===== config.mk =====
export PLATFORM = sky130hd
export DESIGN_NAME = alu_pipe
export DESIGN_NICKNAME = d
export VERILOG_FILES = /design/src/rtl/alu_pipe.sv
export SDC_FILE = /design/constraint.sdc
export NUM_CORES = 1
export LEC_CHECK = 0
export ABC_CLOCK_PERIOD_IN_PS = 1800
export BUFFER_PORTS_ARGS = -buffer_cell sky130_fd_sc_hd__buf_2
export CAP_MARGIN = 20
export CORE_AREA = 5 5 110 164
export DETAILED_ROUTE_END_ITERATION = 6
export DIE_AREA = 0 0 115 169
export PLACE_DENSITY_LB_ADDON = 0.12
export RECOVER_POWER = 50
export SLEW_MARGIN = 20
export SYNTH_ARGS = -nofsm -noshare
export SYNTH_HDL_FRONTEND = slang
export SYNTH_SLANG_ARGS = --single-unit

===== constraint.sdc =====
create_clock -name clk -period 1.8 [get_ports clk]
set_clock_uncertainty 0.05 [all_clocks]
set_input_delay 0.36 -clock clk [delete_from_list [all_inputs] [get_ports clk]]
set_output_delay 0.36 -clock clk [all_outputs]
set_load 0.1 [all_outputs]

===== src/rtl/alu_pipe.sv =====
// ---------------------------------------------------------------------------
// alu_pipe: registered ALU with a valid/ready handshake on both sides.
//
// Optional multiplier: define ALU_MUL_EN to build the iterative shift-add
// multiplier (opcode 9, WIDTH+1 cycles from accept to result). Without it,
// opcode 9 completes in one cycle and is flagged illegal.
//
// Handshake rule: a transfer happens on a rising edge where valid && ready
// are both high. The producer holds its payload stable while valid is high
// and ready is low. The same rule applies to in_* (decode -> ALU) and
// out_* (ALU -> writeback).
//
// Ports:
//   clk, reset_n          clock, asynchronous active-low reset
//   in_valid / in_ready   command handshake
//   command               0 ADD 1 SUB 2 XOR 3 SLT 4 AND 5 NAND 6 NOR 7 OR
//                         8 SLTU 9 MUL, 10-15 illegal
//   operandA, operandB    operands, captured on accept
//   out_valid / out_ready result handshake
//   result, carryout, overflow, zero, illegal   registered result and flags
//   fsm_state             debug view of the FSM (0 IDLE, 1 MUL_BUSY)
// ---------------------------------------------------------------------------
module alu_pipe #(
  parameter int WIDTH = 32,
  parameter int CMD_W = 4
) (
  input  logic             clk,
  input  logic             reset_n,
  input  logic             in_valid,
  output logic             in_ready,
  input  logic [CMD_W-1:0] command,
  input  logic [WIDTH-1:0] operandA,
  input  logic [WIDTH-1:0] operandB,
  output logic             out_valid,
  input  logic             out_ready,
  output logic [WIDTH-1:0] result,
  output logic             carryout,
  output logic             overflow,
  output logic             zero,
  output logic             illegal,
  output logic             fsm_state
);

  localparam logic [CMD_W-1:0] OP_ADD  = CMD_W'(0);
  localparam logic [CMD_W-1:0] OP_SUB  = CMD_W'(1);
  localparam logic [CMD_W-1:0] OP_XOR  = CMD_W'(2);
  localparam logic [CMD_W-1:0] OP_SLT  = CMD_W'(3);
  localparam logic [CMD_W-1:0] OP_AND  = CMD_W'(4);
  localparam logic [CMD_W-1:0] OP_NAND = CMD_W'(5);
  localparam logic [CMD_W-1:0] OP_NOR  = CMD_W'(6);
  localparam logic [CMD_W-1:0] OP_OR   = CMD_W'(7);
  localparam logic [CMD_W-1:0] OP_SLTU = CMD_W'(8);
  localparam logic [CMD_W-1:0] OP_MUL  = CMD_W'(9);

`ifdef ALU_MUL_EN
  localparam logic MUL_BUILT = 1'b1;
`else
  localparam logic MUL_BUILT = 1'b0;
`endif

  typedef enum logic {
    IDLE     = 1'b0,
    MUL_BUSY = 1'b1
  } state_t;

  state_t state, next_state;

  logic             accept;
  logic             out_fire;
  logic             mul_start;
  logic             mul_done;
  logic [WIDTH-1:0] mul_lo;
  logic [WIDTH-1:0] mul_hi;

  assign accept   = in_valid && in_ready;
  assign out_fire = out_valid && out_ready;

  // -------------------------------------------------------------------------
  // Single-cycle datapath
  // -------------------------------------------------------------------------
  logic [WIDTH:0]   add_full;
  logic [WIDTH:0]   sub_full;
  logic             add_ovf;
  logic             sub_ovf;
  logic [WIDTH-1:0] alu_res;
  logic             alu_cout;
  logic             alu_ovf;
  logic             alu_ill;

  always_comb begin
    add_full = {1'b0, operandA} + {1'b0, operandB};
    sub_full = {1'b0, operandA} + {1'b0, ~operandB} + (WIDTH+1)'(1);
    add_ovf  = (operandA[WIDTH-1] == operandB[WIDTH-1]) &&
               (add_full[WIDTH-1] != operandA[WIDTH-1]);
    sub_ovf  = (operandA[WIDTH-1] != operandB[WIDTH-1]) &&
               (sub_full[WIDTH-1] != operandA[WIDTH-1]);

    alu_res  = '0;
    alu_cout = 1'b0;
    alu_ovf  = 1'b0;
    alu_ill  = 1'b0;
    case (command)
      OP_ADD: begin
        alu_res  = add_full[WIDTH-1:0];
        alu_cout = add_full[WIDTH];
        alu_ovf  = add_ovf;
      end
      OP_SUB: begin
        alu_res  = sub_full[WIDTH-1:0];
        alu_cout = sub_full[WIDTH];
        alu_ovf  = sub_ovf;
      end
      OP_XOR:  alu_res = operandA ^ operandB;
      // Sign of the difference corrected by overflow gives the true signed
      // comparison even when A-B wraps.
      OP_SLT:  alu_res = {{(WIDTH-1){1'b0}}, sub_full[WIDTH-1] ^ sub_ovf};
      OP_AND:  alu_res = operandA & operandB;
      OP_NAND: alu_res = ~(operandA & operandB);
      OP_NOR:  alu_res = ~(operandA | operandB);
      OP_OR:   alu_res = operandA | operandB;
      // Borrow out of A-B means A < B unsigned.
      OP_SLTU: alu_res = {{(WIDTH-1){1'b0}}, ~sub_full[WIDTH]};
      // With the multiplier built, this path is unused for opcode 9.
      OP_MUL:  alu_ill = ~MUL_BUILT;
      default: alu_ill = 1'b1;
    endcase
  end

  // -------------------------------------------------------------------------
  // Iterative multiplier
  // -------------------------------------------------------------------------
`ifdef ALU_MUL_EN
  localparam int CNT_W = $clog2(WIDTH + 1);

  logic [CNT_W-1:0]   mul_cnt;
  logic [2*WIDTH-1:0] acc;
  logic [2*WIDTH-1:0] mcand;
  logic [WIDTH-1:0]   mplier;

  assign mul_start = accept && (command == OP_MUL);
  // WIDTH cycles consume the multiplier bits; the following cycle hands the
  // product to the output register.
  assign mul_done  = (state == MUL_BUSY) && (mul_cnt == CNT_W'(WIDTH));
  assign mul_lo    = acc[WIDTH-1:0];
  assign mul_hi    = acc[2*WIDTH-1:WIDTH];

  always_ff @(posedge clk or negedge reset_n) begin
    if (!reset_n) begin
      mul_cnt <= '0;
      acc     <= '0;
      mcand   <= '0;
      mplier  <= '0;
    end else if (mul_start) begin
      mul_cnt <= '0;
      acc     <= '0;
      mcand   <= {{WIDTH{1'b0}}, operandA};
      mplier  <= operandB;
    end else if ((state == MUL_BUSY) && !mul_done) begin
      if (mplier[0]) begin
        acc <= acc + mcand;
      end
      mcand   <= mcand << 1;
      mplier  <= mplier >> 1;
      mul_cnt <= mul_cnt + CNT_W'(1);
    end
  end
`else
  assign mul_start = 1'b0;
  assign mul_done  = 1'b0;
  assign mul_lo    = '0;
  assign mul_hi    = '0;
`endif

  // -------------------------------------------------------------------------
  // FSM: state register / next state / outputs
  // -------------------------------------------------------------------------
  always_ff @(posedge clk or negedge reset_n) begin
    if (!reset_n) begin
      state <= IDLE;
    end else begin
      state <= next_state;
    end
  end

  always_comb begin
    next_state = state;
    case (state)
      IDLE:     if (mul_start) next_state = MUL_BUSY;
      MUL_BUSY: if (mul_done)  next_state = IDLE;
      default:  next_state = IDLE;
    endcase
  end

  always_comb begin
    in_ready  = (state == IDLE) && (!out_valid || out_ready);
    fsm_state = state;
  end

  // -------------------------------------------------------------------------
  // Output register: loads on a single-cycle accept or on multiply finish,
  // otherwise holds until the consumer takes it.
  // -------------------------------------------------------------------------
  always_ff @(posedge clk or negedge reset_n) begin
    if (!reset_n) begin
      out_valid <= 1'b0;
      result    <= '0;
      carryout  <= 1'b0;
      overflow  <= 1'b0;
      zero      <= 1'b0;
      illegal   <= 1'b0;
    end else if (accept && !mul_start) begin
      out_valid <= 1'b1;
      result    <= alu_res;
      carryout  <= alu_cout;
      overflow  <= alu_ovf;
      zero      <= (alu_res == '0);
      illegal   <= alu_ill;
    end else if (mul_done) begin
      out_valid <= 1'b1;
      result    <= mul_lo;
      carryout  <= 1'b0;
      overflow  <= |mul_hi;
      zero      <= (mul_lo == '0);
      illegal   <= 1'b0;
    end else if (out_fire) begin
      out_valid <= 1'b0;
    end
  end

endmodule


==> impl_metrics.tcl <==
set metrics [dict create \
    status "finished with violations" \
    violations "negative setup slack" \
    numCtsBuffers 5 \
    cts_tree "done" \
    path_class "in2reg" \
    final_cell_area_um2 12800 \
    synth-seq-cells 37 \
    grt.busiest_layer "met2" \
    path_clk_slew_ps 60 \
    synth_edf_count 0 \
    hold_violations 0 \
    layout-drive-gt1-share_pct 52.0 \
    critPathMaxStageDelay_ps 370 \
    use_met1_pct 33.0 \
    multi_input_area_um2 6940 \
    grt.met3_usage_pct 3.51 \
    fin_setup_tns_ps -35120 \
    yosysTopAreaCellShare_pct 16.6 \
    rsz0062_at_grt "yes" \
    powerDensity_nw_per_um2 566 \
    worst_pin_slew_ps 957 \
    hold_slack_ps 246 \
    required_ps 1960 \
    hp-class "in2async" \
    utilization_pct 77.3 \
    syn_area_per_cell_um2 7.32 \
    finalSetupViolCount 35 \
    cp.arrival_ps 3660 \
    fin_cells 1677 \
    synthArstFlopShare_pct 100 \
    path_cells "buf_12 > buf_6 > ha_4 > fa_2 > a21o_1 > a221oi_4 > a2bb2oi_4 > o31a_1 > xnor2_2 > o221ai_2 > a211oi_2 > buf_4 > nand3_1 > a2111oi_2 > nand4_1 > o21ai_1" \
    area_growth_pct 76.8 \
    synth_area_leaders "ha_1, dfrtp_1, a21oi_1" \
    detail_route.wl_per_cell_um 20.1 \
    diodes 0 \
    cts_max_level 2 \
    ir_drop_mv 0.697 \
    die_x_um 115 \
    io_buffers 109 \
    drtIter0Drc 525 \
    gp_congestion 1.06 \
    fin_ws_ps -1700 \
    die_y_um 169 \
    fillers 1248 \
    p_total_mw 7.23 \
    place_ws_ps -2260 \
    ios 111 \
    grt_pass1_wl_mm 50.9 \
    die-area_um2 19400 \
    leakagePower_nw 6.16 \
    grtUsageTotal_pct 33.2 \
    hpwl_mm 27.0 \
    synth_top_cell_by_area "ha_1" \
    firstDrtPassIters 6 \
    nNetsFinal 1637 \
    netlist_instances 988 \
    min_period_ps 3500 \
    yosys_warnings 0 \
    initial_core_util_pct 43.7 \
    ff_latch_area_um2 930 \
    ys_seq_area_share_pct 12.8 \
    drc_errors 0 \
    synth_ff_type "dfrtp_1" \
    ant_nets 0 \
    end_kind "flop" \
    worstSetupStartpointType "primary input" \
    post_dp_cell_area_um2 11400 \
    cts.path.max_buffers 2 \
    relSlewSlack_pct 36.2 \
    grt_pass1_vias 9916 \
    met2_usage_pct 62.1 \
    grt_overflow 0 \
    synth_cell_types 86 \
    dp_cells 1645 \
    wirelength_mm 33.6 \
    antenna_found_initial 0 \
    fin_crit_sh_pct 194 \
    placement_rows 58 \
    critPathMaxFanout 4 \
    vias_per_cell 5.80 \
    fmax_ghz 0.286 \
    synthesis.nets 1159 \
    num_vias 9721 \
    slew_violations 0 \
    grt_max_degree 38 \
    syn_area_um2 7230 \
    slowest_stage "fa_2" \
    cts_sinks 37 \
    cts_root_buf "clkbuf_16" \
    core-area_um2 16500 \
    cap_violations 0 \
    clock_latency_ps 280 \
]
cell families after synthesis:
family	synth area share [%]
flip-flops	12.8
adder cells (fa/ha/maj)	17.4
AND/OR/NAND/NOR	18.8
other	0.0519
AO/OA/AOI/OAI	31.4
buffers and inverters	8.96
XOR/XNOR	5.45
multiplexers	5.03
registers in the layout (all words and copies together), names as in the netlist:
register	cells
zero	1
carryout	1
result	32
out_valid	1
illegal	1
overflow	1
cell usage in the layout (no fill, tap or decap), drive strengths merged, types with 12 or more instances in the layout:
| cell | n |
|---|---|
| a211oi | 16 |
| a21o | 13 |
| a21oi | 84 |
| buf | 528 |
| dfrtp | 37 |
| ha | 96 |
| inv | 95 |
| mux2i | 33 |
| nand2 | 103 |
| nand3 | 16 |
| nor2 | 78 |
| nor3 | 20 |
| nor4 | 15 |
| o211ai | 12 |
| o21ai | 67 |
| o21bai | 15 |
| o31ai | 12 |
| xnor2 | 43 |
metal layers:
metal / share of wire (%) / vias to the layer above
li1: - / 4504
met1: 34 / 4659
met2: 52 / 381
met3: 4.3 / 177
met4: 9.4 / 0
met5: 0 / -
critical path, delay by kind of cell:
family          cells  cell delay (ps)
simple gates        2              240
xor+xnor            1              150
buf+inv             3              400
compound gates      8             1980
fa+ha+maj           2              520
where the power goes:
part           internal, mW  switching [mW]  leakage (nW)
Clock                 0.691           0.353        0.0831
Combinational          2.11            3.06          5.61
Sequential            0.950          0.0702         0.475
Total                  3.75            3.49          6.16
repair_timing:
action,CTS,global route
setup buffers,24,22
gates resized for setup,137,100
setup endpoints to repair,35,35
hold buffers,0,0
pin swaps,80,61
synth_stat cells, types with 3 or more instances:
cell type / n
inv_2: 4
inv_1: 91
nand2_1: 103
a21oi_1: 82
o21bai_1: 14
nor3_1: 19
a22o_1: 8
o211ai_1: 11
a211oi_1: 15
a21boi_0: 3
nand4_1: 8
nor2_1: 78
clkinv_1: 3
ha_1: 96
and2_1: 5
or3_1: 11
or2_2: 3
fa_1: 3
buf_1: 3
o221ai_1: 9
a221oi_1: 5
o32ai_1: 3
a2111oi_0: 4
a22oi_1: 10
o22ai_1: 5
nand2b_1: 5
a21o_1: 13
xnor2_1: 43
nor4_1: 15
nor2b_1: 7
nand3_1: 16
o21a_1: 7
mux2i_1: 33
clkbuf_1: 28
a211o_1: 5
o21ai_0: 65
o31ai_1: 11
buf_4: 4
a221o_1: 7
a31oi_1: 11
buf_2: 21
dfrtp_1: 37
final timing paths:
path / depth (start not counted) / startpoint / slack (ps) / to
max: 16 / operandA[0] / -1700 / zero
min: 2 / reset_n / 250 / result[29]
max reg2reg: 5 / out_valid / 50 / carryout
min reg2reg: 2 / result[18] / 420 / result[18]
max in group asynchronous: 2 / reset_n / 750 / out_valid
min in group clk: 2 / in_valid / 250 / out_valid
cell type report:
type,instances,share of cell area [%]
inverter,99,3.68
tap,210,2.05
clock inverter,2,0.294
clock buffer,6,1.09
sequential,37,7.27
timing repair buffer,529,31.3
multi-input combinational,794,54.3
Note: power is estimated with default switching activity, not from simulation.
